<file path="config.mk">
export PLATFORM = sky130hd
export DESIGN_NAME = sik_mem_arbiter
export DESIGN_NICKNAME = d
export VERILOG_FILES = /design/src/rtl/sik_defs.sv /design/src/rtl/sik_rr_pick.sv /design/src/rtl/sik_mem_arbiter.sv
export SDC_FILE = /design/constraint.sdc
export NUM_CORES = 1
export LEC_CHECK = 0
export CORE_MARGIN = 3
export CORE_UTILIZATION = 35
export DETAILED_ROUTE_END_ITERATION = 16
export HOLD_SLACK_MARGIN = 0.15
export PLACE_DENSITY_LB_ADDON = 0.12
export SLEW_MARGIN = 20
export SYNTH_ARGS = -nofsm -noshare
export SYNTH_HDL_FRONTEND = slang
export SYNTH_HIERARCHICAL = 1
export SYNTH_SLANG_ARGS = --single-unit
</file>
<file path="constraint.sdc">
create_clock -name clk -period 2.9 [get_ports clk]
set_input_delay 0.725 -clock clk [delete_from_list [all_inputs] [get_ports clk]]
set_output_delay 0.725 -clock clk [all_outputs]
set_load 0.02 [all_outputs]
</file>
<file path="src/rtl/sik_defs.sv">
// Shared definitions for the stack-processor memory arbiter.
//   WORD_W / ADDR_W     : data and address widths
//   tid_t               : hardware thread id (thread 0 / thread 1)
//   arb_state_t         : arbiter states IDLE / BUSY
//   req_t               : one thread's request payload
//   MEM_LAT_DEF / MAX_LOCK_DEF : parameter defaults
package sik_defs;
  localparam int WORD_W       = 16;
  localparam int ADDR_W       = 16;
  localparam int MEM_LAT_DEF  = 1;
  localparam int MAX_LOCK_DEF = 8;

  typedef logic tid_t;

  typedef enum logic {
    IDLE = 1'b0,
    BUSY = 1'b1
  } arb_state_t;

  typedef struct packed {
    logic              we;
    logic              lock;
    logic [ADDR_W-1:0] addr;
    logic [WORD_W-1:0] wdata;
  } req_t;
endpackage

</file>
<file path="src/rtl/sik_rr_pick.sv">
// Combinational 2-way round-robin chooser.
//   elig        : per-thread eligibility (req & ~halt)
//   last        : thread granted most recently
//   lock_valid  : a lock is held; only lock_owner may be chosen
//   lock_owner  : thread holding the lock
//   grant_valid : some thread is chosen
//   grant_id    : chosen thread
module sik_rr_pick
  import sik_defs::*;
(
  input  logic [1:0] elig,
  input  tid_t       last,
  input  logic       lock_valid,
  input  tid_t       lock_owner,
  output logic       grant_valid,
  output tid_t       grant_id
);
  logic [1:0] w_elig;

  always_comb begin
    w_elig = elig;
    if (lock_valid)
      w_elig = elig & (lock_owner ? 2'b10 : 2'b01);
    grant_valid = |w_elig;
    // on a tie the thread that did not go last wins
    if (&w_elig) grant_id = ~last;
    else         grant_id = w_elig[1];
  end
endmodule

</file>
<file path="src/rtl/sik_mem_arbiter.sv">
// Shares the single-port 64K x 16 main memory between the two hardware
// threads. Round-robin grant, one outstanding read, optional lock for
// atomic read-modify-write with a forced-release timeout, halt masking.
//   clk, reset              : clock, synchronous active-high reset
//   reqX/weX/lockX/addrX/wdataX : thread X request (held until gntX)
//   haltX                   : masks thread X requests
//   gntX                    : combinational grant, same cycle as issue
//   rvalidX/rdataX          : read response strobe / held read data
//   mem_en/mem_we/mem_addr/mem_wdata/mem_rdata : memory port
//   lock_err                : one-cycle pulse on lock timeout release
module sik_mem_arbiter
  import sik_defs::*;
#(
  parameter int MEM_LAT  = MEM_LAT_DEF,
  parameter int MAX_LOCK = MAX_LOCK_DEF
) (
  input  logic              clk,
  input  logic              reset,
  input  logic              req0,
  input  logic              req1,
  input  logic              we0,
  input  logic              we1,
  input  logic              lock0,
  input  logic              lock1,
  input  logic [ADDR_W-1:0] addr0,
  input  logic [ADDR_W-1:0] addr1,
  input  logic [WORD_W-1:0] wdata0,
  input  logic [WORD_W-1:0] wdata1,
  input  logic              halt0,
  input  logic              halt1,
  output logic              gnt0,
  output logic              gnt1,
  output logic              rvalid0,
  output logic              rvalid1,
  output logic [WORD_W-1:0] rdata0,
  output logic [WORD_W-1:0] rdata1,
  output logic              mem_en,
  output logic              mem_we,
  output logic [ADDR_W-1:0] mem_addr,
  output logic [WORD_W-1:0] mem_wdata,
  input  logic [WORD_W-1:0] mem_rdata,
  output logic              lock_err
);
  localparam int LAT_W = (MEM_LAT > 1) ? $clog2(MEM_LAT) : 1;
  localparam int TMR_W = $clog2(MAX_LOCK + 1);

  arb_state_t        r_state;
  logic [LAT_W-1:0]  r_lat;
  tid_t              r_last;
  tid_t              r_rd_id;
  logic              r_locked;
  tid_t              r_owner;
  logic [TMR_W-1:0]  r_timer;
  logic              r_rvalid0, r_rvalid1;
  logic [WORD_W-1:0] r_rdata0, r_rdata1;

  logic [1:0] w_elig;
  logic       w_pick_vld;
  tid_t       w_pick_id;
  logic       w_issue;
  req_t       w_sel;
  logic       w_tmo;
  logic       w_own_halt;
  logic       w_own_unlock;

  assign w_elig = {req1 & ~halt1, req0 & ~halt0};

  sik_rr_pick u_pick (
    .elig        (w_elig),
    .last        (r_last),
    .lock_valid  (r_locked),
    .lock_owner  (r_owner),
    .grant_valid (w_pick_vld),
    .grant_id    (w_pick_id)
  );

  always_comb begin
    w_sel = w_pick_id ? req_t'{we: we1, lock: lock1, addr: addr1, wdata: wdata1}
                      : req_t'{we: we0, lock: lock0, addr: addr0, wdata: wdata0};
  end

  // outputs are forced quiet while reset is asserted
  assign w_issue   = w_pick_vld & (r_state == IDLE) & ~reset;
  assign gnt0      = w_issue & ~w_pick_id;
  assign gnt1      = w_issue &  w_pick_id;
  assign mem_en    = w_issue;
  assign mem_we    = w_issue & w_sel.we;
  assign mem_addr  = w_issue ? w_sel.addr  : '0;
  assign mem_wdata = w_issue ? w_sel.wdata : '0;

  // timer is cleared at the lock grant, so it reads MAX_LOCK-1 in the
  // MAX_LOCK-th cycle after that grant
  assign w_tmo        = r_locked & (r_timer == TMR_W'(MAX_LOCK - 1));
  assign w_own_halt   = r_locked & (r_owner ? halt1 : halt0);
  assign w_own_unlock = r_locked & w_issue & (w_pick_id == r_owner) & ~w_sel.lock;
  assign lock_err     = w_tmo & ~reset;

  assign rvalid0 = r_rvalid0;
  assign rvalid1 = r_rvalid1;
  assign rdata0  = r_rdata0;
  assign rdata1  = r_rdata1;

  always_ff @(posedge clk) begin
    if (reset) begin
      r_state   <= IDLE;
      r_lat     <= '0;
      r_last    <= 1'b1;
      r_rd_id   <= 1'b0;
      r_locked  <= 1'b0;
      r_owner   <= 1'b0;
      r_timer   <= '0;
      r_rvalid0 <= 1'b0;
      r_rvalid1 <= 1'b0;
      r_rdata0  <= '0;
      r_rdata1  <= '0;
    end else begin
      r_rvalid0 <= 1'b0;
      r_rvalid1 <= 1'b0;

      case (r_state)
        IDLE: begin
          if (w_issue) begin
            r_last <= w_pick_id;
            if (!w_sel.we) begin
              r_state <= BUSY;
              r_lat   <= LAT_W'(MEM_LAT - 1);
              r_rd_id <= w_pick_id;
            end
          end
        end
        BUSY: begin
          if (r_lat == '0) begin
            // response cycle overlaps the next possible grant
            r_state <= IDLE;
            if (r_rd_id) begin
              r_rvalid1 <= 1'b1;
              r_rdata1  <= mem_rdata;
            end else begin
              r_rvalid0 <= 1'b1;
              r_rdata0  <= mem_rdata;
            end
          end else begin
            r_lat <= r_lat - 1'b1;
          end
        end
        default: r_state <= IDLE;
      endcase

      // release has priority over any lock request in the same cycle
      if (w_tmo || w_own_halt || w_own_unlock) begin
        r_locked <= 1'b0;
        r_timer  <= '0;
      end else if (w_issue && w_sel.lock) begin
        r_locked <= 1'b1;
        r_owner  <= w_pick_id;
        r_timer  <= '0;
      end else if (r_locked) begin
        r_timer <= r_timer + 1'b1;
      end
    end
  end
endmodule
</file>
; ---- After elaboration in Yosys (flattened, before gate mapping)
; Cells that the tools add are included.
[totals]
reg_bits = 44
inputBits = 90
output_inout_bits = 71
elab_cells = 73
[classes]
add_sub_neg = 2
n_eq_ne = 4
mux = 17
bitwise = 25
reduce_logical = 14
[ops]
columns = operator, n
row1 = $mux 34, 1
row2 = $mux 16, 2
row3 = $and 1x1->1, 13
row4 = $not 1->1, 11
row5 = $mux 1, 10
row6 = $reduce_and 3->1, 3
row7 = $reduce_and 2->1, 4
row8 = $reduce_or 3->1, 2
row9 = $add 4x1->4 const B, 1
row10 = $eq 4x3->1 const B, 1
row11 = $mux 2, 2
row12 = $ne 2x2->1 const B, 2
row13 = $pmux 1 s2, 2
row14 = $reduce_or 2->1, 2
row15 = $and 2x2->2, 1
row16 = $logic_or 1x1->1, 2
row17 = $eq 1x1->1, 1
row18 = $logic_and 1x1->1, 1
row19 = $sub 1x1->1 const B, 1

; ---- Longest topological paths before layout
[depth]
word_depth = 13
mapped_depth = 8
depth_no_buf = 8

; ---- Cells and area by module
; Netlist, hierarchy kept.
[by_module_without_submodules]
columns = mod, n_inst, cells_per_inst, area_per_inst_um2, seq_area_each_um2
row1 = sik_mem_arbiter, 1, 280, 2184.6, 860.8
row2 = sik_rr_pick, 1, 6, 35.0, 0.0

; ---- Worst setup path before layout
; Ideal clock, no wire load.
[synth_path]
path_kind = input port to output port
startpoint = input req1
endpoint = output mem_addr[0]
arrival_time_ps = 2079
required_ps = 2175
setup_slack_ps = 96
cell_stages = 7
n_path_buf = 2
path_cell_list = nor2b_1 -> a21oi_1 -> a31oi_1 -> or3b_4 -> buf_6 -> buf_6 -> nor2_1
[synth_between]
elab_chain_cells = 7
elab_cells_between_ends = 10
cone_classes = mux: 4 / bitwise: 4 / reduce/logical: 2
[synth_lines]
columns = item, line
row1 = from (decl), sik_mem_arbiter.sv:20  ; input logic req1,
row2 = $and 1x1->1 *, sik_mem_arbiter.sv:66  ; assign w_elig = {req1 & ~halt1, req0 & ~halt0};
row3 = $and 2x2->2, sik_rr_pick.sv:23  ; w_elig = elig & (lock_owner ? 2'b10 : 2'b01);
row4 = $mux 2 *, sik_rr_pick.sv:22  ; if (lock_valid)
row5 = $reduce_or 2->1 *, sik_rr_pick.sv:24  ; grant_valid = |w_elig;
row6 = named net w_pick_vld, sik_mem_arbiter.sv:58  ; logic w_pick_vld;
row7 = $and 1x1->1 * (2 in a row), sik_mem_arbiter.sv:83  ; assign w_issue = w_pick_vld & (r_state == IDLE) & ~reset;
row8 = $mux 16 *, sik_mem_arbiter.sv:88  ; assign mem_addr = w_issue ? w_sel.addr : '0;
row9 = to (decl), sik_mem_arbiter.sv:39  ; output logic [ADDR_W-1:0] mem_addr,
; Mark *: on every way through the listed nets, which the timed path passes. The rest lies on a longest branch.

; ---- Final worst setup path
[layout_path]
startpoint = input halt1
endpoint = output gnt1
[layout_between]
elab_chain_cells = 8
elab_cells_between_ends = 10
cone_classes = mux: 2 / bitwise: 6 / reduce/logical: 2
[layout_lines]
columns = item, line
row1 = from (decl), sik_mem_arbiter.sv:30  ; input logic halt1,
row2 = $not 1->1 *, sik_mem_arbiter.sv:66
row3 = $and 1x1->1 *, sik_mem_arbiter.sv:66
row4 = named net w_elig[1], sik_mem_arbiter.sv:57  ; logic [1:0] w_elig;
row5 = $and 2x2->2, sik_rr_pick.sv:23
row6 = $mux 2 *, sik_rr_pick.sv:22
row7 = $reduce_or 2->1 *, sik_rr_pick.sv:24
row8 = named net w_pick_vld, sik_mem_arbiter.sv:58
row9 = $and 1x1->1 * (2 in a row), sik_mem_arbiter.sv:83
row10 = $and 1x1->1 *, sik_mem_arbiter.sv:85  ; assign gnt1 = w_issue & w_pick_id;
row11 = to (decl), sik_mem_arbiter.sv:32  ; output logic gnt1,
; Marks and branches as above.

==> key figures <==
Layout
  • Layout cells sized above 1: 0.226
  • Finished Layout Cells: 535
  • Filler instances: 501
  • Area of the multi-input gates: roughly 0.0014 mm2
  • Antenna cells: 0
  • Seq. cell area: ~860 um2
  • Area growth, synth to finish: 86.9%
  • Final Cell Area: between 0.004 and 0.005 mm2
  • NumNets Final: 550

Timing
  • Setup tns final: 0 ns
  • Fmax: 0.345 GHz
  • Setup-failing EPs final: 0
  • Final worst path period need: 2.89 ns
  • Pins Over Slew Limit: 0
  • Slack of the critical path: between 0.005 and 0.006 ns
  • Final Cycle Share: 0.998
  • Max transition margin: 0.532
  • Final hold viol count: 0
  • Final Skew: approximately 0.0070 ns
  • Tightest Pin Transition: roughly 0.7 ns
  • RSZ-0062 raised after global routing: true

Worst setup path
  • Worst setup SP type: primary input
  • CP endpoint kind: output port
  • CP cell instances: buf_8 > nor2b_4 > a21oi_2 > a31oi_2 > buf_4 > buf_4 > or3b_4 > nor2_1 > buf_4
  • Reg2Reg Depth: 7
  • Arrival time at the worst endpoint: between 2 and 2.5 ns
  • Reg-to-Reg End: r_timer[3]
  • Worst flop-to-flop path startpoint: r_locked
  • Worst EP required: ~2.2 ns
  • Worst-path fanout max: 8
  • CP max stage cell: or3b_4
  • Critical path class: in -> out
  • Worst path most repeated cell: buf_4
  • R2r setup slk: roughly 1.0 ns
  • Slowest stage delay, CP: 0.42 ns

Detailed routing
  • Post-route ant nets: 0
  • Met2 WL post-DR: about 4.3 mm
  • Final wirelength: a little over 8 mm
  • Via density: between 4 and 5
  • 1st-iter DRT viols: 78
  • DR DRC count: 0
  • First-pass DRT Iterations: 4
  • WL met3: approximately 600 um
  • Met1 wire length: ~3.1 mm
  • Top layer in use: met4
  • Wire per inst: roughly 15 um
  • Vias: between 2000 and 3000

Min path
  • Hold Path Depth: 2
  • Worst Hold Path EP: rdata0[5]
  • Worst hold start: rdata0[5]
  • Type of the worst min-delay path: reg -> reg

Global route
  • Overflow after GRT: 0
  • Initial antenna violation count: 0
  • First-pass GRT wire length: 12.8 mm
  • Largest net degree at the start of global routing: 40
  • Vias in the first global route: 2641
  • Gr usage total: 0.219

Placement
  • Dpl ws: -0.882 ns
  • Placed instance area: slightly below 0.004 mm2
  • Routability cong.: 0.826
  • Placed Cells incl. Taps: 517
  • Port Buffers: 160
  • Detailed Place HPWL: approximately 6 mm

Floorplan
  • Die height: about 86 um
  • Die area: roughly 0.0073 mm2
  • Die W: between 80 and 90 um
  • I/O Pins: 161
  • Core area: 0.00603 mm2
  • Starting Density: 0.368
  • Rows: 28

Synthesis
  • Unique masters post-synth: 37
  • Cell taking the most area after synthesis: dfxtp_1
  • Synth top cells by count: nand2_1, dfxtp_1, nor2_1
  • Most used flip-flop cell after synthesis: dfxtp_1
  • Post-synth EDFFs: 0
  • Synth top area share: 0.388
  • Most common cell in the netlist: nand2_1
  • Post-Syn Area per Cell: between 7 and 8 um2
  • Top cells by area, synth: dfxtp_1, mux2i_1, nand2_1
  • Synth Net Count: 377
  • Seq/Total Area, Yosys: 0.388
  • Mapped cell area: approximately 0.0022 mm2
  • Synth async-reset ratio: 0
  • Synth Register Bits: 43
  • Syn. warnings: 6
  • Cells after Synth: about 290

CTS
  • H-tree levels: 2
  • Clock Latency Late Sink: ~0.29 ns
  • Clock root cell: clkbuf_8
  • Clock transition at the registers of the reported paths: around 0.080 ns
  • CTS Hold Bufs: 0
  • CTS tree: yes
  • Longest Clk Path Bufs: 2
  • Clock sink total: between 40 and 50
  • CTS Buf Count: 5

Power
  • Total Power: around 0.0015 W
  • Peak supply drop: 0.244 mV
  • Pleak: 1.60 nW
  • P per Cell Area: 363 mW/mm2

Run status
  • Outcome: finished, final reports clean

Flow run
  • Max Cap Viol: 0
## placed cells by master, fill, tap and decap left out, types with 2 or more instances in the layout
cell type	n
buf_6	11
nand2_1	70
mux2i_1	34
nor2_1	24
inv_2	2
or3b_4	8
nor2_2	7
inv_1	3
a21oi_1	36
buf_2	20
clkdlybuf4s50_1	119
mux2_2	2
o21ai_1	2
and2_1	2
buf_8	2
nor2b_1	5
nand2b_1	3
nor3_1	4
buf_4	24
nor2_4	9
nor2b_4	2
dfxtp_1	43
clkbuf_8	5
## critical path, delay by kind of cell
kind                   cells  cell delay, ns
and+or+nand+nor            3            0.70
buffers and inverters      4            0.54
AOI/OAI and AO/OA          2            0.20
## layer usage
layer / GRT usage / vias to the layer above
met3: 0.0624 / 10
met5: 0 / -
li1: - / 1299
met1: 0.250 / 1207
met2: 0.393 / 93
met4: 0.0676 / 0
## cell families (layout without fill, tap and decap cells)
| group | count (synthesis) | in the layout | synth area share |
|---|---|---|---|
| compound gates | 45 | 45 | 0.112 |
| mux | 36 | 36 | 0.163 |
| xor+xnor | 2 | 2 | 0.00789 |
| fa+ha+maj | 1 | 1 | 0.00564 |
| flops | 43 | 43 | 0.388 |
| simple gates | 134 | 141 | 0.260 |
| buf+inv | 25 | 192 | 0.0631 |
## where the power goes
group | switching [W] | internal (W)
combinational | 0.000191 | 0.000239
clock | 0.000207 | 0.000256
sequential | 0.00000940 | 0.000603
total | 0.000408 | 0.00110
## worst max path at each step
| stage | from | to | cells after the start |
|---|---|---|---|
| floorplan | req1 | mem_addr[0] | 7 |
| global placement | req1 | mem_wdata[9] | 7 |
| detailed placement | req1 | mem_wdata[10] | 7 |
| CTS | halt1 | gnt0 | 9 |
| global route | halt1 | gnt1 | 9 |
| finish | halt1 | gnt1 | 9 |
## state kept, by name (all words and copies together) (netlist names)
register,cells
r_owner,1
r_last,1
r_timer,4
rdata0,16
rvalid0,1
r_locked,1
rdata1,16
r_state,1
r_rd_id,1
rvalid1,1
## metrics by stage
step,hold WS [ns],utilization
5_1_grt,0.483,0.689
6_report,0.455,0.689
3_3_place_gp,0.441,0.652
3_5_place_dp,0.447,0.652
2_1_floorplan,0.496,-
4_1_cts,0.458,0.682
## timing repair
item,in CTS,in global routing
setup endpoints to repair,37,26
setup buffers,3,0
resized for setup,204,28
pin swaps,6,8
gates cloned,7,0
## cell type report
type / instances / area share
Clock inverter: 3 / 0.0106
Timing Repair Buffer: 179 / 0.400
Tap cell: 75 / 0.0226
Sequential cell: 43 / 0.207
Inverter: 5 / 0.00452
Clock buffer: 5 / 0.0166
Multi-Input combinational cell: 225 / 0.338
Power figures use the tool's default switching activity.
